[config.mk]
export PLATFORM = sky130hd
export DESIGN_NAME = switch_debounce
export DESIGN_NICKNAME = d
export VERILOG_FILES = /design/src/rtl/switch_debounce.sv
export SDC_FILE = /design/constraint.sdc
export NUM_CORES = 1
export LEC_CHECK = 0
export CAP_MARGIN = 0
export CORE_ASPECT_RATIO = 1.1
export CORE_MARGIN = 10
export CORE_UTILIZATION = 55
export CTS_CLUSTER_DIAMETER = 30
export DETAILED_ROUTE_END_ITERATION = 8
export MAX_ROUTING_LAYER = met4
export PLACE_DENSITY = 0.74
export SETUP_SLACK_MARGIN = 0.4
export SYNTH_ARGS = -nofsm -noshare
export SYNTH_HDL_FRONTEND = slang
export SYNTH_SLANG_ARGS = --single-unit
[constraint.sdc]
create_clock -name clk -period 2.13 [get_ports clk]
set_input_delay 0.426 -clock clk [delete_from_list [all_inputs] [get_ports clk]]
set_output_delay 0.426 -clock clk [all_outputs]
set_load 0.01 [all_outputs]
[src/rtl/switch_debounce.sv]
// switch_debounce: per-bit 2-flop synchronizer, stable-count debouncer, clean level plus rise/fall pulses
module switch_debounce #(
    parameter int WIDTH           = 4,
    parameter int DEBOUNCE_CYCLES = 240000
) (
    input  logic             clk,
    input  logic             reset,
    input  logic [WIDTH-1:0] s,
    output logic [WIDTH-1:0] s_db,
    output logic [WIDTH-1:0] s_rise,
    output logic [WIDTH-1:0] s_fall,
    output logic             any_change
);
    localparam int CNT_W = $clog2(DEBOUNCE_CYCLES);
    localparam logic [CNT_W-1:0] CNT_MAX = CNT_W'(DEBOUNCE_CYCLES - 1);

    logic [WIDTH-1:0] sync1_q, sync1_d, sync2_q, sync2_d;
    logic [WIDTH-1:0] s_db_q, s_db_d, s_rise_q, s_rise_d, s_fall_q, s_fall_d;
    logic             any_change_q, any_change_d;
    logic [CNT_W-1:0] cnt_q [WIDTH];
    logic [CNT_W-1:0] cnt_d [WIDTH];

    // next state: a bit is accepted only after DEBOUNCE_CYCLES consecutive mismatching synced samples
    always_comb begin
        sync1_d  = s;
        sync2_d  = sync1_q;
        s_db_d   = s_db_q;
        s_rise_d = '0;
        s_fall_d = '0;
        cnt_d    = cnt_q;
        for (int i = 0; i < WIDTH; i++) begin
            if (sync2_q[i] == s_db_q[i]) begin
                cnt_d[i] = '0;
            end else if (cnt_q[i] == CNT_MAX) begin
                s_db_d[i]   = sync2_q[i];
                s_rise_d[i] = sync2_q[i];
                s_fall_d[i] = ~sync2_q[i];
                cnt_d[i]    = '0;
            end else begin
                cnt_d[i] = cnt_q[i] + 1'b1;
            end
        end
        any_change_d = |(s_rise_d | s_fall_d);
    end

    // state registers; reset discards any count in progress
    always_ff @(posedge clk) begin
        if (reset) begin
            sync1_q      <= '0;
            sync2_q      <= '0;
            s_db_q       <= '0;
            s_rise_q     <= '0;
            s_fall_q     <= '0;
            any_change_q <= 1'b0;
            for (int i = 0; i < WIDTH; i++) cnt_q[i] <= '0;
        end else begin
            sync1_q      <= sync1_d;
            sync2_q      <= sync2_d;
            s_db_q       <= s_db_d;
            s_rise_q     <= s_rise_d;
            s_fall_q     <= s_fall_d;
            any_change_q <= any_change_d;
            cnt_q        <= cnt_d;
        end
    end

    assign s_db       = s_db_q;
    assign s_rise     = s_rise_q;
    assign s_fall     = s_fall_q;
    assign any_change = any_change_q;
endmodule

==> results of run 1 <==
## final timing paths
check                                start          to  slack (ps)  depth (start not counted)
worst max-delay path             cnt_q[25]   cnt_q[33]         220                          5
worst min-delay path            sync1_q[0]  sync2_q[0]         450                          1
worst max register to register   cnt_q[25]   cnt_q[33]         220                          5
worst min register to register  sync1_q[0]  sync2_q[0]         450                          1
## cells in the final DEF (no fill, tap or decap), drive strengths merged, types with 18 or more instances in the layout
cell	count
nor3	18
nor2	65
nand3	30
xor2	20
dfxtp	93
buf	30
nand2	22
nand4	21
xnor2	35
## sequential cells by signal, summed over array words and instances, names as in the netlist
register and flops:
s_fall 4, s_db 4, sync1_q 4, sync2_q 4, any_change 1, cnt_q 72, s_rise 4
## power by group
| part | switching, mW | internal, mW |
|---|---|---|
| Combinational | 0.0297 | 0.0295 |
| Clock | 0.617 | 0.638 |
| Sequential | 0.00685 | 1.73 |
## per-layer routing
metal	track usage, %	routed length, um	vias up	part of all wire (%)
li1	-	-	1703	-
met1	18.0	3980	1574	45
met2	24.7	4320	66	49
met3	4.68	310	16	3.5
met4	6.50	164	0	1.9
met5	-	0	-	0
## logic make-up (layout without fill, tap and decap cells)
group	count (synthesis)	count (layout)	share of synthesized area [%]
AO/OA/AOI/OAI	37	37	6.29
XOR/XNOR	55	55	11.7
adder cells (fa/ha/maj)	4	4	1.22
buffers and inverters	25	78	2.95
flip-flops	93	93	45.2
multiplexers	1	1	0.243
AND/OR/NAND/NOR	237	237	32.4
## final cells by class
cell class	instances	area, um2
Fill cell	535	2320
Multi-Input combinational cell	334	2320
Sequential cell	93	1920
Timing Repair Buffer	48	462
Clock buffer	13	169
Tap cell	87	109
Inverter	14	52.6
Clock inverter	3	42.5
## stage by stage
step / cells / utilization [%]
finish: 592 / 68.6
global route: 592 / 68.6
CTS: 581 / 65.0
detailed placement: 557 / 60.5
global placement: 557 / 60.5
floorplan: 452 / -
## timing repair
item | 4_1_cts | 5_1_grt
hold buffers | 0 | 0
pin swaps | 5 | 12
setup endpoints to repair | 63 | 68
resized for setup | 20 | 52
setup buffers | 8 | 11
==> metrics.txt, run 1 <==
status finished, final reports clean; first-pass GRT wire length between 10,000 and 15,000 um; Ports 19; Max Cap Viol 0; slowest stage delay, CP between 500 and 600 ps; Final Max Tran Viols 0; Clock Sinks 93; CP top delay family simple AND/OR/NAND/NOR gates; Initial Util 55.7%; crit path capture type flop; Setup Skew approximately 10 ps; register area share after synthesis 45.2%; Worst Path Required around 2400 ps; Synth Warn # 0; async set-or-reset flop fraction in the synthesized netlist 0%; layout cells sized above 1 between 20% and 30%; final net count 510; Leak between 1.5 and 2 nW; Cell Rows 33; cell with the most instances after synthesis dfxtp_1; Port Buf Inserts 18; CTS clk-pin slew, worst paths about 90 ps; crit path time final 1910 ps; Syn Area/Cell between 9 and 10 um2; DRT iter0 DRCs roughly 120; Final Cycle Share about nine tenths; CP Cell Sequence or4b_4 > or4_4 > o21ai_4 > buf_12 > nor2_1; Avg Vias per Cell roughly 5.7; largest net degree at the start of global routing 26; post-synthesis register bit count 93; Synth top area share 45.2%; worst hold margin between 400 and 500 ps; Die X 103 um; slowest stage cell on the critical path or4_4; Netlist Area Pre-Place slightly above 4000 um2; initial antenna violation count 0; Place WS approximately 150 ps; CTS max path bufs 2; worst endpoint data arrival time about 2200 ps; EDFF count, synth 0; max_slew headroom about two thirds; Synth Net Count approximately 460; Clock Tree Root clkbuf_8; Worst-Skew Late Latency ~360 ps; Max Fanout on Critical Path 15; drt first pass iters 4; VDD IR max 374 uV; top cells by count, synth dfxtp_1, nor2_1, xnor2_1, nand3_1, nand2_1; Final Hold Fails 0; design area just over 5000 um2; critical path class flop to flop; GRT overflow 0; H-tree Lvls 3; WL per Instance 14.8 um; Final Wtd Congestion ~0.9; Final setup viols 0; GRT Util Overall about 16%; PnR worst setup slack between 200 and 250 ps; die area 11,400 um2; biggest area consumer among synthesized cells dfxtp_1; Cells after Synth ~450; vias in the first global route ~3,200; class of the worst hold path flop to flop; pwr dens around 600 nW/um2; CP startpoint kind flop; worst slew pin tran 483 ps; fmax roughly 520 MHz; Tot Pwr 3.06 mW; synth top area cells dfxtp_1, xnor2_1, nor2_1, xor2_1, nand3_1; setup tns final 0 ps; number of antenna cells inserted 0; unrepaired setup endpoints after global routing true; Core ar. between 7000 and 8000 um2; post-synthesis cell type count 51; WL final 8770 um; DRT antenna net count 0; CTS tree done; Post-DP Area 4470 um2; vias after detailed routing between 3,000 and 4,000; Die Y ~110 um; HPWL Detailed around 5800 um; DRC viols 0; WP buf/inv 1; Main synth FF type dfxtp_1; clock buffer count from CTS 9; P&R area growth vs syn 23.2%
Note: power is estimated with default switching activity, not from simulation.
==> inputs of run 2 (changes only) <==
Settings changed: TNS_END_PERCENT set to 10.
==> metrics.txt, run 2 (synthesized netlist as in run 1, its figures left out) <==
largest net degree at the start of global routing 18 (-31%); switching power total 647 uW (-1.0%); design area 4900 um2 (-3.5%); die area 11,400 um2 (unchanged); crit path time final 1910 ps (+6.55 ps); Final Cycle Share 89.8% (+0.31 points); Max Cap Viol 0 (unchanged); highest metal used met4; fmax 523 MHz (-0.34%); max_slew headroom 51.9% (-15 points); most common cell after layout, fill and taps aside dfxtp_1; Worst Path Required 2380 ps (about the same); first-pass GRT wire length 14,500 um (+1.0%); Worst-Skew Late Latency 370 ps (about the same); Final Wtd Congestion 0.851 (-4.9%); register area 1900 um2 (-1.4%); P&R area growth vs syn 18.9%; DRT antenna net count 0 (unchanged); Port Buf Inserts 18 (unchanged); Max Fanout on Critical Path 8 (-7); clock buffer count from CTS 9 (unchanged); CTS tree done; CTS max path bufs 2 (unchanged); switching share of power 20.0% (-1.4 points); P_int 2.59 mW (+7.8%); initial antenna violation count 0 (unchanged); Avg Vias per Cell 5.81 (+2.3%); final net count 499 (-2.2%); setup tns final 0 ps (unchanged); routed wire length on met3 338 um (+9.0%); Core ar. 7390 um2 (unchanged); Clk pwr share 44.1% (+3.0 points); DRT iter0 DRCs 119 (unchanged); Ports 19 (unchanged); Clock Sinks 93 (unchanged); worst endpoint data arrival time 2160 ps (about the same); drt first pass iters 4 (unchanged); unrepaired setup endpoints after global routing true; GRT overflow 0 (unchanged); WL per Instance 14.9 um (+0.70%); Cell Rows 33 (unchanged); number of antenna cells inserted 0 (unchanged); pwr dens 661 nW/um2 (+9.8%); routed length on met1 3960 um (-0.50%); CP startpoint kind flop; Hold Startpoint sync1_q[0]; Final setup viols 0 (unchanged); CTS clk-pin slew, worst paths 80 ps (about the same); Reg-to-Reg Start cnt_q[68]; Final Hold Fails 0 (unchanged); crit path capture type flop; worst slew pin tran 711 ps (+228 ps); combinational share of power 1.9% (about the same); GRT Util Overall 15.9% (+0.17 points); Setup Skew 11.2 ps (+1.22 ps); max FFs per register 72 (unchanged); Biggest register cnt_q; H-tree Lvls 3 (unchanged); Fillers 576 (+7.7%); Clock Tree Root clkbuf_8; class of the worst hold path flop to flop; Reg power frac 54.0% (-3.0 points); Leak 1.48 nW (-8.4%); most frequent cells in the layout dfxtp_1, nor2_1, xnor2_1; multi-input logic area 2200 um2 (-5.0%); WL final 8660 um (-1.2%); Initial Util 55.7% (unchanged); Die Y 111 um (unchanged); DRC viols 0 (unchanged); # hold bufs at CTS 0 (unchanged); Final Max Tran Viols 0 (unchanged); layout cells sized above 1 17.6% (-6.7 points); critical path class flop to flop; Post-DP Area 4410 um2 (-1.4%); vias after detailed routing 3,374 (+0.45%); HPWL Detailed 5720 um (-0.63%); vias in the first global route 3,103 (-1.9%); VDD IR max 359 uV (-4.0%); crit path launch cnt_q[68]; Die X 103 um (unchanged); routed wl met2 4200 um (-2.8%); status finished, final reports clean
## run 2: timing repair
action                                 in CTS  in global routing
setup buffers                               6                  2
pin swaps                                   6                  4
gates resized for setup                     7                 30
cloned                                      0                  2
endpoints found under the hold margin       0                  0
setup endpoints to repair                  64                 82
## run 2: stage by stage
stage | total power, mW | util (%) | setup slack (ps) | hold WS [ps] | cells
CTS | 3.25 | 64.2 | 238 | 445 | 577
detailed placement | 1.84 | 59.7 | 140 | 425 | 555
finish | 3.24 | 66.2 | 217 | 443 | 581
floorplan | 1.82 | - | 283 | 414 | 452
global route | 3.34 | 66.2 | 170 | 464 | 581
global placement | 1.84 | 59.7 | 183 | 422 | 555
## run 2: worst paths after layout
path	endpoint	slack, ps	cells after the start
setup reg to reg	cnt_q[68]	220	5
hold / removal	sync2_q[0]	440	1
hold reg to reg	sync2_q[0]	440	1
setup / recovery	cnt_q[68]	220	5
## run 2: layout make-up
cell class                      count  area share (%)
Multi-Input combinational cell    334            45.0
Sequential cell                    93            38.7
Timing Repair Buffer               37            7.97
Clock buffer                       11            2.89
Tap cell                           87            2.22
Clock inverter                      5            2.17
Inverter                           14            1.07
## run 2: power groups by stage
stage	clock network, mW	logic, mW	registers (mW)
detailed placement	0	0.0466	1.79
global route	1.53	0.0657	1.75
finish	1.43	0.0601	1.75
CTS	1.45	0.0541	1.75
global placement	0	0.0460	1.79
floorplan	0	0.0300	1.79
## run 2: worst max-delay path: stages, from the launching register on
cell and delay, ps:
dfxtp_2 340, or4bb_1 520, or4_4 530, o21bai_4 200, clkbuf_16 190, nor2_1 40
## run 2: layer usage
metal  GRT usage, %  up-vias
met5              -        -
li1               -     1674
met4           6.21        0
met2           23.9       59
met3           3.80       16
met1           20.0     1625
